===== config.mk =====
export PLATFORM = sky130hd
export DESIGN_NAME = dmem_responder_flat
export DESIGN_NICKNAME = d
export VERILOG_FILES = /design/src/rtl/dmem_responder_pkg.sv /design/src/rtl/dmem_responder_if.sv /design/src/rtl/dmem_array.sv /design/src/rtl/dmem_responder.sv /design/src/flat_wrapper.sv
export SDC_FILE = /design/constraint.sdc
export NUM_CORES = 2
export LEC_CHECK = 0
export BUFFER_PORTS_ARGS = -buffer_cell sky130_fd_sc_hd__buf_2
export CAP_MARGIN = 10
export CORE_ASPECT_RATIO = 1.4
export CORE_MARGIN = 3
export CORE_UTILIZATION = 55
export DETAILED_ROUTE_END_ITERATION = 16
export GPL_TIMING_DRIVEN = 1
export PLACE_DENSITY_LB_ADDON = 0.3
export RECOVER_POWER = 25
export SETUP_SLACK_MARGIN = 0.2
export SYNTH_ARGS = -nofsm -noshare
export SYNTH_HDL_FRONTEND = slang
export SYNTH_SLANG_ARGS = --single-unit

===== constraint.sdc =====
create_clock -name clk -period 3.9 [get_ports clk]
set_input_delay 0.975 -clock clk [delete_from_list [all_inputs] [get_ports clk]]
set_output_delay 0.975 -clock clk [all_outputs]
set_load 0.02 [all_outputs]

===== src/rtl/dmem_responder_pkg.sv =====
// Shared types and constants for the multi-cycle data-memory responder.
// The FSM state encoding and latency counter width are fixed here.
package dmem_responder_pkg;

  localparam int DSIZE_DEF = 16;
  localparam int ISIZE_DEF = 16;
  localparam int CNT_W     = 4;

  typedef enum logic [1:0] {
    IDLE = 2'd0,
    WAIT = 2'd1,
    RESP = 2'd2
  } state_e;

endpackage


===== src/rtl/dmem_responder_if.sv =====
// Load/store handshake between the EXE_DM stage (master) and the responder (slave).
interface dmem_responder_if
  import dmem_responder_pkg::*;
#(
  parameter int DSIZE = DSIZE_DEF,
  parameter int ISIZE = ISIZE_DEF
);

  logic             req_valid;
  logic             req_write;
  logic [ISIZE-1:0] req_addr;
  logic [DSIZE-1:0] req_wdata;
  logic             req_ready;
  logic             resp_valid;
  logic [DSIZE-1:0] resp_rdata;
  logic             resp_err;
  logic             stall;

  modport master (
    output req_valid, req_write, req_addr, req_wdata,
    input  req_ready, resp_valid, resp_rdata, resp_err, stall
  );

  modport slave (
    input  req_valid, req_write, req_addr, req_wdata,
    output req_ready, resp_valid, resp_rdata, resp_err, stall
  );

endinterface


===== src/rtl/dmem_array.sv =====
// Word storage with synchronous write and registered read; rdata holds
// its value until the next read-enabled edge.
module dmem_array #(
  parameter int DSIZE  = 16,
  parameter int AWIDTH = 8
) (
  input  logic              clk,
  input  logic              we,
  input  logic              re,
  input  logic [AWIDTH-1:0] addr,
  input  logic [DSIZE-1:0]  wdata,
  output logic [DSIZE-1:0]  rdata
);

  logic [DSIZE-1:0] mem [2**AWIDTH];
  logic [DSIZE-1:0] rdata_q, rdata_d;

  always_comb begin
    rdata_d = rdata_q;
    if (re) rdata_d = mem[addr];
  end

  // NOTE: the storage has no reset; clearing an array costs a write port
  // per word, and software must not rely on its power-up contents anyway.
  always_ff @(posedge clk) begin
    if (we) mem[addr] <= wdata;
    rdata_q <= rdata_d;
  end

  assign rdata = rdata_q;

endmodule


===== src/rtl/dmem_responder.sv =====
// Multi-cycle data-memory target: accepts one load/store at a time, counts
// out a fixed latency while stalling the core, then pulses a response.
module dmem_responder
  import dmem_responder_pkg::*;
#(
  parameter int DSIZE   = DSIZE_DEF,
  parameter int ISIZE   = ISIZE_DEF,
  parameter int AWIDTH  = 8,
  parameter int LATENCY = 2
) (
  input  logic             clk,
  input  logic             rst,
  dmem_responder_if.slave  bus
);

  state_e           state_q, state_d;
  logic [CNT_W-1:0] cnt_q, cnt_d;
  logic             write_q, write_d;
  logic [ISIZE-1:0] addr_q, addr_d;
  logic [DSIZE-1:0] wdata_q, wdata_d;
  logic             zero_q, zero_d;
  logic             addr_err;
  logic             mem_we, mem_re;
  logic [DSIZE-1:0] mem_rdata;

  assign addr_err = |addr_q[ISIZE-1:AWIDTH];

  // NOTE: every signal gets its default before the case, so no path through
  // the block leaves one unassigned and no latch is inferred.
  always_comb begin
    state_d = state_q;
    cnt_d   = cnt_q;
    write_d = write_q;
    addr_d  = addr_q;
    wdata_d = wdata_q;
    zero_d  = zero_q;
    mem_we  = 1'b0;
    mem_re  = 1'b0;
    unique case (state_q)
      IDLE: begin
        if (bus.req_valid) begin
          write_d = bus.req_write;
          addr_d  = bus.req_addr;
          wdata_d = bus.req_wdata;
          cnt_d   = CNT_W'(LATENCY - 1);
          state_d = WAIT;
        end
      end
      WAIT: begin
        if (cnt_q == '0) begin
          state_d = RESP;
          mem_we  = write_q & ~addr_err;
          mem_re  = ~write_q & ~addr_err;
          // Only a completed read changes what resp_rdata shows afterwards.
          if (!write_q) zero_d = addr_err;
        end else begin
          cnt_d = cnt_q - 1'b1;
        end
      end
      RESP:    state_d = IDLE;
      default: state_d = IDLE;
    endcase
  end

  // NOTE: sequential state uses non-blocking assignments so every flop
  // samples pre-edge values regardless of statement order.
  always_ff @(posedge clk or negedge rst) begin
    if (!rst) begin
      state_q <= IDLE;
      cnt_q   <= '0;
      write_q <= 1'b0;
      addr_q  <= '0;
      wdata_q <= '0;
      zero_q  <= 1'b1;
    end else begin
      state_q <= state_d;
      cnt_q   <= cnt_d;
      write_q <= write_d;
      addr_q  <= addr_d;
      wdata_q <= wdata_d;
      zero_q  <= zero_d;
    end
  end

  dmem_array #(
    .DSIZE  (DSIZE),
    .AWIDTH (AWIDTH)
  ) u_array (
    .clk   (clk),
    .we    (mem_we),
    .re    (mem_re),
    .addr  (addr_q[AWIDTH-1:0]),
    .wdata (wdata_q),
    .rdata (mem_rdata)
  );

  assign bus.req_ready  = (state_q == IDLE);
  assign bus.resp_valid = (state_q == RESP);
  assign bus.resp_err   = (state_q == RESP) & addr_err;
  assign bus.stall      = ((state_q == IDLE) & bus.req_valid) | (state_q == WAIT);

  // Writes show zero during their own RESP, then the last read value returns.
  assign bus.resp_rdata = (zero_q || ((state_q == RESP) && write_q)) ? '0 : mem_rdata;

endmodule


===== src/flat_wrapper.sv =====
// flat-port wrapper written by rule: the top's interface ports become plain ports
module dmem_responder_flat import dmem_responder_pkg::*;
#(
  parameter int DSIZE   = DSIZE_DEF,
  parameter int ISIZE   = ISIZE_DEF,
  parameter int AWIDTH  = 8,
  parameter int LATENCY = 2
)
  (clk, rst, bus_req_valid, bus_req_write, bus_req_addr, bus_req_wdata, bus_req_ready, bus_resp_valid, bus_resp_rdata, bus_resp_err, bus_stall);
  dmem_responder_if #(.DSIZE(DSIZE), .ISIZE(ISIZE)) bus_i ();
  input  logic clk;
  input  logic rst;
  input wire logic [$bits(bus_i.req_valid)-1:0] bus_req_valid;
  input wire logic [$bits(bus_i.req_write)-1:0] bus_req_write;
  input wire logic [$bits(bus_i.req_addr)-1:0] bus_req_addr;
  input wire logic [$bits(bus_i.req_wdata)-1:0] bus_req_wdata;
  output wire logic [$bits(bus_i.req_ready)-1:0] bus_req_ready;
  output wire logic [$bits(bus_i.resp_valid)-1:0] bus_resp_valid;
  output wire logic [$bits(bus_i.resp_rdata)-1:0] bus_resp_rdata;
  output wire logic [$bits(bus_i.resp_err)-1:0] bus_resp_err;
  output wire logic [$bits(bus_i.stall)-1:0] bus_stall;
  assign bus_i.req_valid = bus_req_valid;
  assign bus_i.req_write = bus_req_write;
  assign bus_i.req_addr = bus_req_addr;
  assign bus_i.req_wdata = bus_req_wdata;
  assign bus_req_ready = bus_i.req_ready;
  assign bus_resp_valid = bus_i.resp_valid;
  assign bus_resp_rdata = bus_i.resp_rdata;
  assign bus_resp_err = bus_i.resp_err;
  assign bus_stall = bus_i.stall;
  dmem_responder #(.DSIZE(DSIZE), .ISIZE(ISIZE), .AWIDTH(AWIDTH), .LATENCY(LATENCY)) u_core (.clk(clk), .rst(rst), .bus(bus_i));
endmodule

Word level (Yosys, flattened, before mapping)
Memories as Yosys holds them, arrays and structs flattened. A register that Yosys moved wholly into a read port is not among the register bits.
Cells that the tools add are included.

cells by class
  reductions and logical operators = 10
  mux-type cells = 13
  add/subtract/negate cells = 1
  eq/ne operators = 5
  bitwise operators = 7

operators by type and width
  operator                                              count
  2-to-1 mux 16 bit                                     1
  2-to-1 mux 4 bit                                      2
  case mux 4 bit (2 select lines)                       1
  OR reduction 8 bit                                    1
  2-to-1 mux 1 bit                                      6
  AND reduction 3 bit                                   2
  AND 1 bit                                             4
  logical NOT 4 bit                                     1
  2-to-1 mux 2 bit                                      2
  != test 2 bit (second input constant)                 2
  case mux 2 bit (2 select lines)                       1
  AND reduction 2 bit                                   2
  subtractor 4 x 1 -> 4 bit (second input constant)     1
  equality test 2 x 1 -> 1 bit (second input constant)  1
  equality test 2 bit (second input constant)           1
  logical NOT 2 bit                                     1
  != test 2 x 1 -> 1 bit (second input constant)        1
  inverter 1 bit                                        2
  nonzero test 2 bit                                    1
  logical AND 1 bit                                     1
  logical OR 1 bit                                      1
  bitwise OR 1 bit                                      1

word-level totals
  RAM bits = 4,096
  bits in registers = 40
  logic and storage cells = 43
  input port bits = 36
  memories kept = 1

memory list
  memory              depth  bits a word  read ports  clocked after Yosys merged registers in  write ports  RTL line          RTL
  u_core.u_array.mem  256    16           1           1                                        1            dmem_array.sv:15  logic [DSIZE-1:0] mem [2**AWIDTH];

Longest topological paths before layout
  depth in word-level cells = 7
  gate-level depth with buffers = 9

Hierarchy
From an unflattened synthesis, not the netlist that was laid out.

unflattened totals
  cells, all modules = 6,858
  area total of the unflattened synthesis = 157,453.5 um^2

by module, submodules not included
  module          times used  seq. area each (um^2)  area an instance (um^2)  cells an instance
  dmem_array      1           123,478.4              155,559.2                6,727
  dmem_responder  1           1,002.2                1,894.3                  131

Worst setup path after synthesis
Ideal clock, no wire load.

  kind = register -> register
  from = reg u_core.wdata_q[0]
  to = mem u_core.u_array.mem[0][0] (data pin)
  data required time = 3,097 ps
  setup time = 803 ps
  buffers on the path = 0
  slack = -84 ps
  arrival = 3,181 ps
  period minus slack after synthesis = 3,984 ps
  stages on the path, launching flop included = 1
  cells stage by stage = dfrtp_1

RTL lines
  element                 RTL line              RTL
  start, declared         dmem_responder.sv:20  logic [DSIZE-1:0] wdata_q, wdata_d;
  start signal, assigned  dmem_responder.sv:80  wdata_q <= wdata_d;
  end, declared           dmem_array.sv:15

Straight into the memory's write port.

Final worst setup path
  from = reg u_core.wdata_q[7]
  to = mem u_core.u_array.mem[153][7] (data pin)

Straight into the memory's write port.

==> flow_summary.json <==
{
  "finalCritPeriodShare": 0.938,
  "critical_path.max_stage_delay_ns": 2.55,
  "outcome": "finished with violations",
  "synth_cell_types": 32,
  "r2r_cells": 1,
  "cts_made_buffers": 370,
  "final_util": 0.632,
  "firstDrtPassIters": 6,
  "slew_headroom": -1.35,
  "yosysMostFrequentCell": "edfxtp_1",
  "floorplan.die_area_mm2": 0.292,
  "drive_gt1_frac": 0.308,
  "hp-class": "in -> reg",
  "ios": 56,
  "vias": 78000,
  "rsz0062_at_grt": "false",
  "synth_top_area_share": 0.786,
  "syn_to_final_growth_pct": 14.0,
  "synth_edf_count": 4112,
  "cap_violations": 24,
  "r2r-end": "u_core.u_array.mem[153][7]",
  "end_kind": "flop",
  "worstPathRequired_ns": 4.55,
  "cpMaxStageDelayCell": "dfrtp_1",
  "grt_pass1_vias": 78500,
  "r2r_start": "u_core.wdata_q[7]",
  "die_x_um": 458,
  "min_to": "u_core.wdata_q[8]",
  "p_total_mw": 133,
  "tightestPinTransition_ns": 3.53,
  "period_minus_slack_ns": 3.66,
  "worstSetupPathType": "reg -> reg",
  "synth-seq-area-share": 0.793,
  "avgSynthCellArea_um2": 23.0,
  "switching_share": 0.315,
  "cts_tree": "built",
  "htree_levels": 5,
  "drt-wirelength-per-cell_um": 34.9,
  "grt.overflow.total": 0,
  "combPwrFrac": 0.292,
  "die_y_um": 638,
  "critPathBufInv": 1,
  "port_buffers": 55,
  "hold_violations": 0,
  "synth_top_area_cell": "edfxtp_1",
  "yosys-top-cells-count": "edfxtp_1, mux4_2, a22oi_1",
  "max_freq_mhz": 273,
  "synth_top_flop_cell": "edfxtp_1",
  "syn_inst": 6837,
  "numClockSinks": 4152,
  "slew_viol_final": 1965,
  "hpwl_mm": 246,
  "p_sw_mw": 41.8,
  "drcViolationCount": 0,
  "ys_async_sr_fraction": 0.00963,
  "power_frac_seq": 0.440,
  "cts_buffer_depth": 4,
  "violations": "max-capacitance violations, max-slew violations",
  "p_int_mw": 90.8,
  "power_density_mw_per_mm2": 740,
  "routed_wirelength_mm": 404,
  "fin_skew_ns": 0.0529,
  "ir_worst_vdd_v": 0.000670,
  "avgViaCountPerCell": 6.73,
  "worstSetupStartpointType": "flop",
  "synth_area_leaders": "edfxtp_1, mux4_2, a22oi_1",
  "postRouteAntennaNets": 0,
  "cp_max_fo": 77,
  "cts.clk_slew.worst_paths_ns": 0.06,
  "holdCritStartpoint": "bus_req_wdata[8]",
  "gp_congestion": 0.864,
  "grt_start_max_net_pins": 154,
  "ys_ff_latch": 4152,
  "reg2reg_slack_ns": 0.24,
  "clockPowerShare": 0.268,
  "ys.warnings.count": 0,
  "final-setup-viol-count": 0,
  "grt_usage": 0.277,
  "synth_area_mm2": 0.157,
  "core-area_mm2": 0.284,
  "rows": 231,
  "antenna_found_initial": 10,
  "path_delay_family": "flip-flops",
  "syn_nets": 6874,
  "holdPathStages": 2,
  "cp.arrival_ns": 4.31,
  "root_buffer": "clkbuf_16",
  "grt_pass1_wl_mm": 580,
  "start_util": 0.554,
  "fin_nets": 7595,
  "leakage_nw": 55.6,
  "drtIter0Drc": 10400,
  "clock_latency_ns": 0.93,
  "crit_chain": "buf_4"
}
[layout make-up]
cell class / count / area, µm²
Multi-Input combinational cell: 2260 / 31200
Fill cell: 18200 / 104000
Clock inverter: 210 / 1870
Tap cell: 3728 / 4660
Inverter: 8 / 30.0
Antenna cell: 11 / 27.5
Sequential cell: 4152 / 124000
Timing Repair Buffer: 766 / 7040
Clock buffer: 459 / 9770
[kinds of logic (layout without fill, tap and decap cells)]
family / Yosys count / after routing / share of synthesized area
compound gates: 843 / 843 / 0.0366
xor+xnor: 1 / 1 / 0.0000558
fa+ha+maj: 1 / 1 / 0.0000797
buf+inv: 425 / 1443 / 0.0119
flops: 4152 / 4152 / 0.793
mux: 1054 / 1054 / 0.149
other cells: 0 / 11 / 0
simple gates: 361 / 361 / 0.00966
[registers in the layout, summed over array words and instances, names as in the netlist]
name and flops:
u_core.u_array.mem 4096, u_core.state_q 2, u_core.u_array.rdata 16, u_core.wdata_q 16, u_core.addr_q 16, u_core.write_q 1
u_core.zero_q 1, u_core.cnt_q 4
[metal layers]
| layer | up-vias | track usage | routed length (µm) | share of wire |
|---|---|---|---|---|
| met2 | 4802 | 0.453 | 203000 | 0.50 |
| li1 | 30800 | - | - | - |
| met5 | - | 0 | 27 | 0.000067 |
| met4 | 4 | 0.137 | 24100 | 0.060 |
| met3 | 920 | 0.0490 | 38000 | 0.094 |
| met1 | 41400 | 0.364 | 139000 | 0.34 |
[cell usage in the layout (no fill, tap or decap), types with 81 or more instances in the layout]
cell type	n
a21oi_1	257
a22oi_1	510
buf_12	111
buf_4	573
clkbuf_1	82
clkbuf_16	377
clkinv_1	81
edfxtp_1	4112
mux4_2	1024
nor2_1	263
[through the flow]
stage / instance area [µm²] / hold slack (ns) / setup WS [ns] / std cells / TNS, ns
CTS: 179000 / 0.0971 / 0.170 / 11600 / 0
finish: 179000 / 0.291 / 0.244 / 11600 / 0
global route: 179000 / 0.264 / 0.142 / 11600 / 0
global placement: 167000 / 0.465 / -0.964 / 10900 / -3.20
floorplan: 157000 / 0.440 / 0.869 / 6837 / 0
detailed placement: 167000 / 0.459 / -0.276 / 10900 / -0.889
[power groups by stage]
stage	Combinational [mW]	Sequential, mW	Clock, mW
finish	38.7	58.3	35.6
global route	40.5	58.4	37.6
CTS	38.9	57.9	36.0
detailed placement	38.3	59.0	0
floorplan	19.4	60.9	0
global placement	37.5	58.8	0
[worst max-delay path by stage]
stage	start	to	slack, ns	depth (start not counted)
6_report	u_core.wdata_q[7]	u_core.u_array.mem[153][7]	0.24	1
5_1_grt	u_core.wdata_q[4]	u_core.u_array.mem[171][4]	0.14	1
4_1_cts	u_core.state_q[1]	bus_resp_rdata[7]	0.17	7
3_5_place_dp	u_core.addr_q[0]	u_core.u_array.rdata[6]	-0.28	9
3_3_place_gp	u_core.addr_q[0]	u_core.u_array.rdata[15]	-0.96	9
2_1_floorplan	u_core.cnt_q[0]	u_core.u_array.mem[184][0]	0.87	8
[timing repair]
action,CTS,global route
setup buffers,7,0
gates cloned,0,0
hold buffers,0,0
setup endpoints to repair,23,24
pin swaps,0,2
hold endpoints to repair,0,0
gates resized for setup,24,16
Power figures use the tool's default switching activity.
